[config.mk]
export PLATFORM = sky130hd
export DESIGN_NAME = pixel_write_arbiter
export DESIGN_NICKNAME = d
export VERILOG_FILES = /design/src/rtl/pixel_write_arbiter.sv
export SDC_FILE = /design/constraint.sdc
export NUM_CORES = 1
export LEC_CHECK = 0
export BUFFER_PORTS_ARGS = -buffer_cell sky130_fd_sc_hd__buf_2
export CAP_MARGIN = 5
export CORE_MARGIN = 10
export CORE_UTILIZATION = 43
export DETAILED_ROUTE_END_ITERATION = 12
export MAX_ROUTING_LAYER = met4
export PLACE_DENSITY = 0.72
export RECOVER_POWER = 25
export SKIP_CTS_REPAIR_TIMING = 1
export SLEW_MARGIN = 20
export SYNTH_ARGS = -nofsm -noshare
export SYNTH_HDL_FRONTEND = slang
export SYNTH_SLANG_ARGS = --single-unit
[constraint.sdc]
create_clock -name clk -period 1.7 [get_ports clk]
set_input_delay 0.255 -clock clk [delete_from_list [all_inputs] [get_ports clk]]
set_output_delay 0.255 -clock clk [all_outputs]
set_load 0.01 [all_outputs]
[src/rtl/pixel_write_arbiter.sv]
// pixel_write_arbiter
//
// Round-robin arbiter sharing one Avalon-MM write path into a 640x480, 16-bit
// pixel buffer between NUM_REQ drawing requesters. A granted pixel is either
// converted to a byte address and written, or dropped when out of range.
//
// Ports:
//   clk, reset        system clock, synchronous active-high reset
//   req_valid/ready   per-requester handshake (ready is one-hot or zero)
//   req_x/y/color     packed per-requester pixel (10/9/16 bits per requester)
//   avm_*             Avalon-MM write master (address, write, writedata,
//                     byteenable, waitrequest)
//   busy              high while a write is outstanding
//   pix_count         completed writes, wraps
//   drop_count        clipped pixels, saturates at 16'hFFFF

module pixel_write_arbiter #(
    parameter int unsigned NUM_REQ   = 2,
    parameter logic [31:0] BASE_ADDR = 32'h0000_0000,
    parameter int unsigned H_RES     = 640,
    parameter int unsigned V_RES     = 480
) (
    input  logic                  clk,
    input  logic                  reset,
    input  logic [NUM_REQ-1:0]    req_valid,
    output logic [NUM_REQ-1:0]    req_ready,
    input  logic [10*NUM_REQ-1:0] req_x,
    input  logic [9*NUM_REQ-1:0]  req_y,
    input  logic [16*NUM_REQ-1:0] req_color,
    output logic [31:0]           avm_address,
    output logic                  avm_write,
    output logic [15:0]           avm_writedata,
    output logic [1:0]            avm_byteenable,
    input  logic                  avm_waitrequest,
    output logic                  busy,
    output logic [31:0]           pix_count,
    output logic [15:0]           drop_count
);

    localparam int unsigned GW = (NUM_REQ > 1) ? $clog2(NUM_REQ) : 1;

    typedef enum logic [0:0] {StIdle, StWrite} state_e;

    state_e          state_q, state_d;
    logic [GW-1:0]   last_grant_q, last_grant_d;
    logic [31:0]     addr_q, addr_d;
    logic [15:0]     data_q, data_d;
    logic [31:0]     pix_q, pix_d;
    logic [15:0]     drop_q, drop_d;

    logic            grant_found;
    logic [GW-1:0]   grant_idx;
    int unsigned     cand;
    logic [9:0]      sel_x;
    logic [8:0]      sel_y;
    logic [15:0]     sel_color;
    logic            in_range;

    // Rotating priority: scan starts one past the last winner.
    always_comb begin
        grant_found = 1'b0;
        grant_idx   = last_grant_q;
        cand        = 0;
        for (int off = 1; off <= int'(NUM_REQ); off++) begin
            cand = (int'(last_grant_q) + off) % NUM_REQ;
            if (!grant_found && req_valid[cand[GW-1:0]]) begin
                grant_found = 1'b1;
                grant_idx   = cand[GW-1:0];
            end
        end
    end

    assign sel_x     = req_x[10*grant_idx +: 10];
    assign sel_y     = req_y[9*grant_idx +: 9];
    assign sel_color = req_color[16*grant_idx +: 16];
    assign in_range  = ({22'd0, sel_x} < H_RES) && ({23'd0, sel_y} < V_RES);

    always_comb begin
        state_d      = state_q;
        last_grant_d = last_grant_q;
        addr_d       = addr_q;
        data_d       = data_q;
        pix_d        = pix_q;
        drop_d       = drop_q;
        req_ready    = '0;

        unique case (state_q)
            StIdle: begin
                if (grant_found && !reset) begin
                    req_ready[grant_idx] = 1'b1;
                    last_grant_d         = grant_idx;
                    if (in_range) begin
                        addr_d  = BASE_ADDR + ({23'd0, sel_y} << 11) + ({22'd0, sel_x} << 1);
                        data_d  = sel_color;
                        state_d = StWrite;
                    end else if (drop_q != 16'hFFFF) begin
                        drop_d = drop_q + 16'd1;
                    end
                end
            end
            StWrite: begin
                if (!avm_waitrequest) begin
                    pix_d   = pix_q + 32'd1;
                    state_d = StIdle;
                end
            end
            default: state_d = StIdle;
        endcase
    end

    always_ff @(posedge clk) begin
        if (reset) begin
            state_q      <= StIdle;
            last_grant_q <= GW'(NUM_REQ - 1);
            addr_q       <= '0;
            data_q       <= '0;
            pix_q        <= '0;
            drop_q       <= '0;
        end else begin
            state_q      <= state_d;
            last_grant_q <= last_grant_d;
            addr_q       <= addr_d;
            data_q       <= data_d;
            pix_q        <= pix_d;
            drop_q       <= drop_d;
        end
    end

    // Write strobe and busy both follow the registered state.
    assign avm_write      = (state_q == StWrite);
    assign busy           = (state_q == StWrite);
    assign avm_address    = addr_q;
    assign avm_writedata  = data_q;
    assign avm_byteenable = 2'b11;
    assign pix_count      = pix_q;
    assign drop_count     = drop_q;

endmodule

==> run_results.csv <==
group,metric,value,unit
hold_path,worstHoldStart,"req_y[6]",
synth,ys_ff_latch,85,
pwr,swShare,26.8,%
sta,fin_ws,-0.0777,ns
final_layout,final_cell_area,5890,um^2
synth,async_reset_ff_share,0,%
synth,synth.top_cell.area_share,41.2,%
place,place.port_buffers,161,
synth,yosys_warnings,0,
hold_path,hold_path_class,"in -> reg",
final_layout,drive_gt1_share,38.1,%
die,die_w,118,um
final_layout,seqCellArea,1730,um^2
sta,drv_slew,0,
job,cap_violations,0,
clock_network,cts.path.max_buffers,2,
sta,period_minus_slack,1.78,ns
setup_path,crit_type,"reg -> reg",
route,vias_per_cell,5.14,
outcome,violations,"negative setup slack",
place,routabilityCongestion,0.812,
route,ant_nets,0,
final_layout,area_delta_synth_final,42.6,%
final_layout,multi_input_comb_area,2350,um^2
final_layout,fin_nets,749,
route,drcViolationCount,0,
route,wl_per_cell,16.4,um
clock_network,clock_latency,0.34,ns
clock_network,clock-sinks,85,
die,num_io_pins,177,
setup_path,critPathArrivalTime,2.05,ns
hold_path,holdPathStages,3,
setup_path,critPathRequiredTime,1.97,ns
clock_network,clk_pin_slew,0.09,ns
pwr,peakVddDrop,0.000465,V
clock_network,cts_buffers,9,
clock_network,htreeDepth,3,
clock_network,ctsRootBufferMaster,"clkbuf_8",
place,place_area,5420,um^2
setup_path,reg2reg_depth,6,
die,die_area,13900,um^2
hold_path,holdPathEnd,"avm_address[17]",
place,place_inst,776,
sta,fmax,0.563,GHz
pwr,p_seq_share,46.9,%
sta,finalSetupViolCount,12,
sta,tightest_slew,0.828,ns
final_layout,final_cell_mix,"buf_2, dfxtp_1, nor2_1",
synth,synth_largest_area_cell,"dfxtp_1",
die,die_h,118,um
pwr,p_sw,1.22,mW
die,initial_utilization,44.5,%
setup_path,worst_r2r_startpoint,"drop_count[0]",
clock_network,cts_tree,"done",
route,vias,4149,
final_layout,fillers,837,
setup_path,cp-start-kind,"register",
pwr,p_per_area,777,nW/um^2
synth,ys_seq_area_share,41.2,%
synth,synth_area_leaders,"dfxtp_1, mux2i_1, nor2_1, a211oi_1, xor2_1",
pwr,combPwrFrac,19.8,%
pwr,p_leak,2.59,nW
global_routing,grt_first_pass_wirelength,20200,um
synth,syn_inst,460,
place,hpwl,9630,um
pwr,intPower,3.35,mW
synth,syn_avg_cell_area,8.98,um^2
final_layout,layout_commonest_cell,"buf_2",
sta,setup_tns,-0.517,ns
setup_path,end_kind,"register",
pwr,p_clk_share,33.4,%
place,dp_slack,-0.156,ns
route,wirelength,13200,um
die,num_rows,35,
sta,finalClockSkew,0.0107,ns
sta,fin_hold_ws,0.193,ns
die,core,9280,um^2
synth,synth_area,4130,um^2
sta,hold_viol,0,
global_routing,grt.overflow.total,0,
route,first_pass_iters,4,
sta,grt_setup_unrepaired,"true",
sta,post-route-period-util,105,%
global_routing,grt_usage,17.8,%
route,drt_iter0_markers,173,
synth,synth_top_flop_cell,"dfxtp_1",
sta,relSlewSlack,44.8,%
final_layout,finalNonFillerCells,807,
global_routing,grt_pass1_vias,4049,
synth,yosysUniqueCellTypes,50,
setup_path,rr_endpoint,"drop_count[6]",
setup_path,ff2ff_setup_slack,-0.08,ns
outcome,status,"finished, violations left",
setup_path,critPathMaxFanout,6,
global_routing,antenna_found_initial,1,
synth,synth-edff-count,0,
global_routing,grt_max_degree,82,
[final cells by class]
class	count	share of cell area, %
clock buffer	12	2.29
multi-input combinational	341	39.9
timing repair buffer	231	24.3
tap	129	2.74
inverter	4	0.255
antenna	1	0.0425
clock inverter	4	1.21
sequential	85	29.3
[stage by stage]
stage,total power [mW],util [%]
after floorplan,2.67,-
after global placement,2.99,58.4
after detailed placement,3.01,58.4
after CTS,4.53,60.6
after global routing,4.82,63.5
final,4.58,63.5
[power by group through the flow]
stage | registers [mW] | logic [mW] | clock network, mW
final | 2.14 | 0.905 | 1.53
after floorplan | 2.24 | 0.438 | 0
after global placement | 2.18 | 0.808 | 0
after global routing | 2.16 | 0.992 | 1.67
after CTS | 2.14 | 0.831 | 1.56
after detailed placement | 2.18 | 0.827 | 0
[cells in the mapped netlist (2+ instances only)]
| library cell | count |
|---|---|
| mux2i_1 | 29 |
| o41ai_1 | 3 |
| xnor2_1 | 6 |
| nand4b_1 | 4 |
| nor2_1 | 71 |
| nor3_2 | 2 |
| nor2b_1 | 5 |
| a211oi_1 | 28 |
| nor3_1 | 3 |
| and4_1 | 5 |
| nand2_1 | 27 |
| xor2_1 | 22 |
| o21ai_0 | 15 |
| nand4_1 | 15 |
| clkbuf_1 | 13 |
| buf_6 | 2 |
| conb_1 | 2 |
| inv_1 | 4 |
| buf_2 | 12 |
| and3_1 | 9 |
| or3_1 | 4 |
| o311ai_0 | 3 |
| a311oi_1 | 4 |
| mux2_2 | 6 |
| buf_4 | 16 |
| ha_1 | 2 |
| a21oi_1 | 13 |
| nor4_1 | 2 |
| nand3_1 | 15 |
| o31ai_1 | 7 |
| dfxtp_1 | 85 |
| or4_1 | 8 |
[registers in the layout, summed over array words and instances (netlist names)]
register / count
avm_write: 1
drop_count: 16
last_grant_q: 1
avm_address: 19
pix_count: 32
avm_writedata: 16
[how the worst max path moves through the flow]
stage / from / to / slack, ns / depth (start not counted)
2_1_floorplan: drop_count[0] / drop_count[11] / -0.04 / 6
3_3_place_gp: reset / drop_count[5] / -0.14 / 7
3_5_place_dp: drop_count[0] / drop_count[13] / -0.16 / 6
4_1_cts: drop_count[0] / drop_count[13] / -0.20 / 6
5_1_grt: drop_count[1] / drop_count[13] / -0.17 / 6
6_report: drop_count[0] / drop_count[6] / -0.08 / 6
[per-layer routing]
metal	share of wire [%]	global-route usage [%]	vias to the layer above
met1	41	19.9	1951
li1	-	-	2061
met4	0.75	4.40	0
met5	0	-	-
met2	52	30.6	131
met3	5.7	4.80	6
[kinds of logic after synthesis]
| group | after synthesis | synth area share, % |
|---|---|---|
| and+or+nand+nor | 182 | 23.8 |
| DFF | 85 | 41.2 |
| AOI/OAI and AO/OA | 78 | 13.1 |
| buffers and inverters | 48 | 6.54 |
| muxes | 35 | 8.66 |
| xor gates and xnor gates | 28 | 5.94 |
| adders and majority gates | 2 | 0.606 |
| other | 2 | 0.182 |
[worst max-delay path: stages (launching register included)]
cell and delay, ns:
dfxtp_4 0.36, ha_4 0.16, and4_1 0.21, and4bb_4 0.23, buf_4 0.15, or4b_1 0.46
a21oi_1 0.15
Power figures use the tool's default switching activity.
